<file path="src/rtl/mp_add_seq.sv">
// mp_add_seq: multi-precision add/sub over one N-bit ripple adder, LSW first; define MP_ADD_ZERO_FLAG_EN to add the zero flag output.
module mp_add_seq #(
  parameter int N     = 4,
  parameter int WORDS = 4,
  localparam int W    = N * WORDS,
  localparam int CW   = WORDS > 1 ? $clog2(WORDS) : 1
) (
  input  logic         clk,
  input  logic         rst,
  input  logic         in_valid,
  output logic         in_ready,
  input  logic [W-1:0] a,
  input  logic [W-1:0] b,
  input  logic         sub,
  input  logic         cin,
  output logic         out_valid,
  input  logic         out_ready,
  output logic [W-1:0] sum,
  output logic         cout,
  output logic         ovf
`ifdef MP_ADD_ZERO_FLAG_EN
  ,
  output logic         zero
`endif
);
  typedef enum logic [1:0] {IDLE, RUN, DONE} state_t;
  state_t state, nxt;
  logic [W-1:0] a_q, b_q, sum_n;
  logic [CW-1:0] cnt;
  logic cy, accept, last;
  logic [N-1:0] aw, bw, s;
  logic [N:0] c;
  assign in_ready  = state == IDLE || (state == DONE && out_ready);
  assign out_valid = state == DONE;
  assign accept    = in_valid && in_ready;
  assign last      = cnt == CW'(WORDS - 1);
  assign aw        = a_q[cnt*N +: N];
  assign bw        = b_q[cnt*N +: N];
  assign c[0]      = cy;
  for (genvar i = 0; i < N; i++) begin : g_rca
    assign s[i]   = aw[i] ^ bw[i] ^ c[i];
    assign c[i+1] = (aw[i] & bw[i]) | (c[i] & (aw[i] ^ bw[i]));
  end
  always_comb begin
    sum_n = sum;
    sum_n[cnt*N +: N] = s;
  end
  always_comb begin
    nxt = accept ? RUN
        : state == RUN ? (last ? DONE : RUN)
        : (state == DONE && out_ready) ? IDLE : state;
  end
  always_ff @(posedge clk) state <= rst ? IDLE : nxt;
  // b is stored pre-inverted for subtract, so ovf compares against the effective operand
  always_ff @(posedge clk) begin
    if (rst) begin
      a_q  <= '0;
      b_q  <= '0;
      cnt  <= '0;
      cy   <= 1'b0;
      sum  <= '0;
      cout <= 1'b0;
      ovf  <= 1'b0;
`ifdef MP_ADD_ZERO_FLAG_EN
      zero <= 1'b0;
`endif
    end else if (accept) begin
      a_q <= a;
      b_q <= b ^ {W{sub}};
      cy  <= cin ^ sub;
      cnt <= '0;
      sum <= '0;
    end else if (state == RUN) begin
      sum <= sum_n;
      cy  <= c[N];
      cnt <= last ? cnt : cnt + 1'b1;
      if (last) begin
        cout <= c[N];
        ovf  <= (a_q[W-1] == b_q[W-1]) && (s[N-1] != a_q[W-1]);
`ifdef MP_ADD_ZERO_FLAG_EN
        zero <= ~|sum_n;
`endif
      end
    end
  end
endmodule

</file>
<file path="config.mk">
export PLATFORM = sky130hd
export DESIGN_NAME = mp_add_seq
export DESIGN_NICKNAME = d
export VERILOG_FILES = /design/src/rtl/mp_add_seq.sv
export SDC_FILE = /design/constraint.sdc
export NUM_CORES = 1
export LEC_CHECK = 0
export BUFFER_PORTS_ARGS = -buffer_cell sky130_fd_sc_hd__buf_2
export CORE_ASPECT_RATIO = 0.5
export CORE_UTILIZATION = 33
export DETAILED_ROUTE_END_ITERATION = 8
export GPL_ROUTABILITY_DRIVEN = 0
export SYNTH_ARGS = -nofsm -noshare
export SYNTH_HDL_FRONTEND = slang
export SYNTH_SLANG_ARGS = --single-unit
</file>
<file path="constraint.sdc">
create_clock -name clk -period 4.4 [get_ports clk]
set_clock_uncertainty 0.1 [all_clocks]
set_input_delay 1.1 -clock clk [delete_from_list [all_inputs] [get_ports clk]]
set_output_delay 1.1 -clock clk [all_outputs]
set_load 0.005 [all_outputs]
</file>
# Yosys cells after proc, flatten, opt, wreduce, memory -nomap -nowiden
# Index checks and enable logic that the tools add are counted.
dict set report word_totals {
  regBits 55
  output_inout_bits 20
  word_cells 62
}
dict set report op_classes {
  n_reduce_logical 11
  muxes 7
  bitwise_logic 24
  add_sub_neg 2
  n_shift 4
  n_eq_ne 5
}
# operator n
set ops {}
lappend ops {{4-bit negation with 34-bit output} 1}
lappend ops {{4-bit by 34-bit variable shift with 16-bit output (first input constant)} 1}
lappend ops {{4-bit by 34-bit variable part select with 16-bit output} 1}
lappend ops {{16-bit by 5-bit variable part select with 4-bit output} 2}
lappend ops {{16-bit bitwise mux} 1}
lappend ops {{16-bit bitwise XOR} 1}
lappend ops {{1-bit bitwise XOR} 9}
lappend ops {{1-bit AND} 8}
lappend ops {{2-bit two-way mux} 3}
lappend ops {{2-bit equality test (second input constant)} 2}
lappend ops {{1-bit bitwise OR} 4}
lappend ops {{2-bit nonzero test} 2}
lappend ops {{1-bit logical AND} 3}
lappend ops {{1-bit two-way mux} 3}
lappend ops {{3-bit AND reduction} 1}
lappend ops {{3-bit nonzero test} 1}
lappend ops {{2-bit by 1-bit adder with 2-bit output (second input constant)} 1}
lappend ops {{2-bit by 1-bit equality test with 1-bit output (second input constant)} 1}
lappend ops {{2-bit zero test} 1}
lappend ops {{1-bit inverter} 2}
lappend ops {{2-bit AND reduction} 1}
lappend ops {{2-bit OR reduction} 1}
lappend ops {{1-bit equality test} 1}
lappend ops {{1-bit logical OR} 1}
lappend ops {{1-bit != test} 1}

# Longest topological paths before layout
# Gate-level depths: netlist of the first run.
dict set report logic_depth {
  ltp_word 12
  mapped_depth 11
  mapped_depth_nobuf 10
}

# Worst setup path after synthesis of the first run
# No wires, ideal clock.
dict set report synth_timing {
  kind {register -> register}
  start {register cnt[0]}
  end {register ovf}
  setup_time_ns 0.131
  setup_slack_ns 1.330
  path_buffers 1
  stages_incl_launch_ff 12
  arrival_time_ns 2.839
  t_required_ns 4.169
  cell_sequence {dfxtp_1 buf_4 mux4_2 inv_1 fa_1 fa_1 inv_1 fa_1 fa_1 and3b_1 a211oi_1 nor3_1}
}
dict set report synth_between {
  elab_chain_len 11
}
# element line_no
set synth_lines {}
lappend synth_lines {{from (decl)} 29} ;# logic [CW-1:0] cnt;
lappend synth_lines {{from (signal assigned)} 76} ;# cnt <= last ? cnt : cnt + 1'b1;
lappend synth_lines {{16-bit by 5-bit variable part select with 4-bit output, on equally long branches} {37, 38}}
lappend synth_lines {{1-bit bitwise XOR} 42} ;# assign c[i+1] = (aw[i] & bw[i]) | (c[i] & (aw[i] ^ bw[i]));
lappend synth_lines {{1-bit AND} 42}
lappend synth_lines {{1-bit bitwise OR} 42}
lappend synth_lines {{1-bit AND} 42}
lappend synth_lines {{1-bit bitwise OR} 42}
lappend synth_lines {{1-bit AND} 42}
lappend synth_lines {{1-bit bitwise OR} 42}
lappend synth_lines {{1-bit bitwise XOR} 41} ;# assign s[i] = aw[i] ^ bw[i] ^ c[i];
lappend synth_lines {{1-bit != test} 79} ;# ovf <= (a_q[W-1] == b_q[W-1]) && (s[N-1] != a_q[W-1]);
lappend synth_lines {{1-bit logical AND} 79}
lappend synth_lines {{to (signal assigned)} 79}
lappend synth_lines {{to (decl)} 20} ;# output logic ovf
# Parallel ways exist; a longest one is shown, timed or not.
# A chain may end at the register's enable or synchronous reset.

# Worst setup path in the final report of the first run
# Ends and elaborated chain as after synthesis.

==> run metrics, run 1 <==
Cell Area, Synth 0.002723 mm^2; FP Rows 22; FF-to-FF End ovf$_SDFFE_PP0P_; Vias 2280; CP arrival 3.51 ns; vias in the first global route 2150; Final Util 0.4212; cells after synthesis 295; final setup vio count 0; Area growth syn-to-layout 18.38%; I/O pins 58; Pwr Total 1.187 mW; TritonRoute pass-1 iters 4; setup_tns 0 ns; full die area 0.008639 mm^2; r2r startpoint cnt[0]$_SDFFE_PP0P_; final wirelength 6.462 mm; Via density 5.112; synthesized flop and latch total 55; Worst slew margin 0.5298; later-pin clock latency in the skew report 0.30 ns; post-route minimum period 3.456 ns; Worst Tran Pin Value 0.7052 ns; Critical Path End Type flop; commonest non-fill, non-tap cells in the layout buf_2 (57), dfxtp_1 (55), a21oi_1 (51); Clock Path Buffers 2; flop-to-flop setup slack 0.94 ns; Initial Util 0.3558; async set-reset flop share out of synthesis 0; final max-slew violation count 0; final period utilization 0.7854; outcome completed; Worst Setup Start Kind flop; Post-CTS Hold Buffers 0; Synth Warn # 0; CP Data Required Time 4.46 ns; root buf cell clkbuf_16; DRC 0; gr usage total 0.1607; hpwl dp 4.606 mm; post-CTS setup buffer count 0; FMAX 0.2894 GHz; GRT Residual Overflow 0; Seq/Total Area, Yosys 0.4044; nets 385; CP Max Fanout 9; core area 0.007652 mm^2; die width 130.5 um; clock sinks 55; Reg2Reg Depth 10; ant diodes 0; pwr dens 368.2 mW/mm^2; H-tree depth 2; Tightest Hold Check Type flop to flop; largest net degree at the start of global routing 39; DR iter-0 viols 132; CTS clk-pin slew, worst paths 0.07 ns; TritonCTS clock tree done; top_reg_cell synth dfxtp_1; VDD IR max 168.1 uV; chip height 66.23 um; Lkg Pwr 1.203 nW; hold path start sum[8]$_SDFFE_PP0P_; max-cap violation count 0; commonest non-fill, non-tap cell in the layout buf_2; first-pass GRT wire length 10.41 mm; total nets after synthesis 343; kind of critical path flop to flop; Num CTS Buffers 5; Post-DRT Antenna Nets 0; Mean Syn Cell Area 9.229 um^2; Avg WL per Cell 14.49 um; Final Hold Fails 0; Synth cell types 32; # resized after CTS 0; Hold Crit Depth 2; initial antenna violation count 0; ratio of cells with drive above 1 in the final layout 0.2396; Hold EP sum[8]$_SDFFE_PP0P_; port bufs 57; Post-synth EDFFs 0; RSZ-0062 raised after global routing false
[cell type report]
class	count	area, um^2
sequential	55	1101
timing repair buffer	61	315.3
tap	108	135.1
fill	790	4429
inverter	9	33.78
multi-input combinational	205	1464
clock inverter	2	35.03
clock buffer	6	138.9
[worst max path at each step]
stage                        startpoint          endpoint
floorplan           cnt[0]$_SDFFE_PP0P_  ovf$_SDFFE_PP0P_
global placement    cnt[0]$_SDFFE_PP0P_  ovf$_SDFFE_PP0P_
detailed placement  cnt[0]$_SDFFE_PP0P_  ovf$_SDFFE_PP0P_
CTS                 cnt[0]$_SDFFE_PP0P_  ovf$_SDFFE_PP0P_
global route        cnt[0]$_SDFFE_PP0P_  ovf$_SDFFE_PP0P_
finish              cnt[0]$_SDFFE_PP0P_  ovf$_SDFFE_PP0P_
[worst max-delay path: stages (launching register included)]
cell and delay, ns:
dfxtp_1 0.65, mux4_2 0.56, inv_1 0.09, fa_1 0.19
fa_1 0.16, inv_1 0.05, fa_1 0.38, fa_1 0.65
and3b_1 0.21, a211oi_1 0.20, nor3_1 0.07
[power breakdown]
part / switching [mW] / internal [mW]
Combinational: 0.0920 / 0.0804
Clock: 0.185 / 0.283
Sequential: 0.0216 / 0.524
Total: 0.299 / 0.888
[metrics by stage]
stage | setup slack [ns] | hold slack, ns | instances | instance area [um^2]
3_5_place_dp | 0.9328 | 0.3478 | 438 | 3049
4_1_cts | 0.9004 | 0.3584 | 446 | 3223
2_1_floorplan | 1.330 | 0.3482 | 295 | 2723
5_1_grt | 0.6194 | 0.3659 | 446 | 3223
6_report | 0.9440 | 0.3549 | 446 | 3223
3_3_place_gp | 1.007 | 0.3387 | 438 | 3049
[kinds of logic (layout without fill, tap and decap cells)]
kind of cell             after synthesis  count (layout)  synth area share
AO/OA/AOI/OAI                         87              87            0.1774
XOR/XNOR                              18              18           0.05790
buffers and inverters                 35              78           0.05882
AND/OR/NAND/NOR                       80              80            0.1710
flip-flops                            55              55            0.4044
multiplexers                          10              10           0.07353
adder cells (fa/ha/maj)               10              10           0.05699
[sequential cells by signal, indices dropped and copies added (netlist names)]
name	count
a_q	16
b_q	16
cnt	2
cout	1
cy	1
ovf	1
state	2
sum	16
[layer usage]
metal	track usage	up-vias	wire [um]
met5	0	-	0
met4	0.07471	0	110
met3	0.03641	7	252
met2	0.2480	38	2927
met1	0.2134	1089	3171
li1	-	1146	-
[cell usage after synthesis, drive strengths merged, types with 2 or more instances]
| cell | instances | area [um^2] |
|---|---|---|
| buf | 17 | 92.59 |
| nor3b | 3 | 38.79 |
| nand2b | 3 | 18.77 |
| nand4b | 4 | 35.03 |
| clkbuf | 9 | 33.78 |
| nand3b | 5 | 37.54 |
| nor3 | 3 | 15.01 |
| mux4 | 8 | 180.2 |
| mux2i | 2 | 20.02 |
| a211oi | 18 | 135.1 |
| nand3 | 17 | 85.08 |
| nor2b | 6 | 37.54 |
| nand4 | 8 | 50.05 |
| inv | 9 | 33.78 |
| fa | 4 | 80.08 |
| dfxtp | 55 | 1101 |
| xnor2 | 17 | 148.9 |
| and3b | 2 | 17.52 |
| o21ai | 17 | 85.08 |
| a21oi | 51 | 255.2 |
| ha | 6 | 75.07 |
| nor2 | 6 | 25.03 |
| or4 | 4 | 30.03 |
| nand2 | 18 | 67.56 |
Note: power is estimated with default switching activity, not from simulation.
==> run 2, diff against run 1 <==
Clock period 4.4 ns to 3 ns, I/O delays scaled along.
==> run 2 against run 1 <==
  * Sequential share of layout area shrank 0.27 points
  * Via count rose by 1.1%
  * Critical path depth stayed put
  * Register-to-register slack got worse by 0.77 ns
  * Final cell count up 1.3%
  * Sequential cell count stayed put
  * Total power rose by 38%
  * Critical endpoint unchanged
==> run metrics, run 2 (synthesized netlist as in run 1, its figures left out) <==
Worst slew margin 0.5538 (+0.02397); switching share of total power 0.2566 (+0.004976); VDD IR max 215.9 uV (+28%); chip height 66.23 um (unchanged); Vias 2305 (+1.1%); initial antenna violation count 0 (unchanged); Critical Path End Type flop; CP arrival 2.89 ns (-0.62 ns); commonest non-fill, non-tap cell in the layout buf_2; DR iter-0 viols 160 (+21%); Post-DRT Antenna Nets 0 (unchanged); Reg2Reg Depth 10 (unchanged); ratio of cells with drive above 1 in the final layout 0.2674 (+0.02780); root buf cell clkbuf_16; critical path cell sequence mux4_2 > inv_2 > fa_2 > fa_1 > inv_1 > fa_2 > fa_1 > and3b_1 > a211oi_2 > nor3_1; FF-to-FF End ovf$_SDFFE_PP0P_; setup_tns 0 ns (unchanged); Clk pwr share 0.352 (-0.043); final wirelength 6.404 mm (-0.90%); Post-CTS Hold Buffers 0 (unchanged); hold path start sum[6]$_SDFFE_PP0P_; fin cells 452 (+1.3%); full die area 0.008639 mm^2 (unchanged); Worst Tran Pin Value 0.6686 ns (-0.03668 ns); die width 130.5 um (unchanged); Clock Path Buffers 2 (unchanged); worst slack at placement 0.05639 ns (-0.8764 ns); slack of the critical path 0.1700 ns (-0.7741 ns); Hold Crit Depth 2 (unchanged); Inst Count DP 445 (+1.6%); Flop pwr share 0.485 (+0.025); Lkg Pwr 1.225 nW (+1.8%); Slowest-stage cell, CP fa_1; Area growth syn-to-layout 19.72%; Final Hold Fails 0 (unchanged); vias in the first global route 2253 (+4.8%); Via density 5.100 (-0.25%); Tightest Hold Check Type flop to flop; CTS clk-pin slew, worst paths 0.07 ns (about the same); GRT Residual Overflow 0 (unchanged); max-cap violation count 0 (unchanged); gr usage total 0.1619 (+0.001178); H-tree depth 2 (unchanged); Reg area 0.001105 mm^2 (+0.34%); Avg WL per Cell 14.17 um (-2.2%); Critical Path Max Stage Delay 0.52 ns (-0.13 ns); final setup vio count 0 (unchanged); commonest non-fill, non-tap cells in the layout buf_2 (57), dfxtp_1 (54), a21oi_1 (51); Psw 0.4217 mW (+41%); r2r startpoint cnt[0]$_SDFFE_PP0P_; clock sinks 55 (unchanged); Worst Setup Start Kind flop; port bufs 57 (unchanged); TritonCTS clock tree done; multi-input combinational cell area 0.001474 mm^2 (+0.68%); TritonRoute pass-1 iters 4 (unchanged); ant diodes 0 (unchanged); Num CTS Buffers 5 (unchanged); kind of critical path flop to flop; FMAX 0.3534 GHz (+22%); Initial Util 0.3558 (unchanged); flop-to-flop setup slack 0.17 ns (-0.77 ns); Int Pwr 1.222 mW (+38%); final period utilization 0.9433 (+0.1579); Top Registers a_q x16, b_q x16, sum x16; pwr dens 504.2 mW/mm^2 (+37%); nets 392 (+1.8%); hpwl dp 4.677 mm (+1.5%); CP Data Required Time 3.06 ns (-1.40 ns); I/O pins 58 (unchanged); RSZ-0062 raised after global routing false; CP Max Fanout 5 (-4); Hold EP sum[6]$_SDFFE_PP0P_; core area 0.007652 mm^2 (unchanged); largest net degree at the start of global routing 38 (-2.6%); combinational share of power 0.163 (+0.018); DRC 0 (unchanged); later-pin clock latency in the skew report 0.29 ns (about the same); fillers 789 (-0.13%); first-pass GRT wire length 10.85 mm (+4.2%); post-route minimum period 2.830 ns (-0.6259 ns); FP Rows 22 (unchanged); outcome completed; final max-slew violation count 0 (unchanged)
-- run 2: critical path: cells and delay by family, from the launching register on --
| family | cells | cell delay [ns] |
|---|---|---|
| adder cells (fa/ha/maj) | 4 | 1.19 |
| multiplexers | 1 | 0.51 |
| flip-flops | 1 | 0.38 |
| AND/OR/NAND/NOR | 2 | 0.25 |
| buffers and inverters | 2 | 0.13 |
| AO/OA/AOI/OAI | 1 | 0.14 |
-- run 2: layout make-up --
type,count,share of cell area
multi-input cells,205,0.4522
flip-flops and latches,55,0.3390
repair buffers,68,0.1129
clock buffers,6,0.04261
well taps,108,0.04146
inverters,9,0.01036
clock inverters,1,0.001536
-- run 2: metrics by stage --
stage | area, um^2 | util | hold WS (ns) | total power, mW
6_report | 3259 | 0.4259 | 0.3492 | 1.643
5_1_grt | 3259 | 0.4259 | 0.3753 | 1.719
4_1_cts | 3249 | 0.4246 | 0.3538 | 1.654
3_5_place_dp | 3105 | 0.4058 | 0.3441 | 1.080
3_3_place_gp | 3105 | 0.4058 | 0.3404 | 1.072
2_1_floorplan | 2731 | - | 0.3482 | 0.9937
-- run 2: power by group through the flow --
stage          clock network (mW)  registers, mW  logic, mW
2_1_floorplan                   0          0.800      0.194
3_3_place_gp                    0          0.813      0.259
3_5_place_dp                    0          0.813      0.267
4_1_cts                     0.590          0.797      0.267
5_1_grt                     0.619          0.801      0.299
6_report                    0.578          0.797      0.268
-- run 2: worst max-delay path by stage --
stage,from,endpoint,cells after the start,slack [ns]
2_1_floorplan,cnt[0]$_SDFFE_PP0P_,ovf$_SDFFE_PP0P_,11,0.004
3_3_place_gp,cnt[0]$_SDFFE_PP0P_,ovf$_SDFFE_PP0P_,10,0.11
3_5_place_dp,cnt[0]$_SDFFE_PP0P_,ovf$_SDFFE_PP0P_,10,0.06
4_1_cts,cnt[0]$_SDFFE_PP0P_,ovf$_SDFFE_PP0P_,10,0.05
5_1_grt,cnt[0]$_SDFFE_PP0P_,ovf$_SDFFE_PP0P_,10,0.005
6_report,cnt[0]$_SDFFE_PP0P_,ovf$_SDFFE_PP0P_,10,0.17
-- run 2: what timing repair did --
| action | CTS | global route |
|---|---|---|
| setup endpoints to repair | 0 | 1 |
| endpoints found under the hold margin | 0 | 0 |
| gates resized for setup | 0 | 4 |
| buffers inserted | 0 | 0 |
-- run 2: layer usage --
layer	global-route usage	vias up	share of wire
li1	-	1149	-
met1	0.2150	1107	0.49
met2	0.2626	43	0.46
met3	0.04126	6	0.046
met4	0.04023	0	0.0056
met5	0	-	0
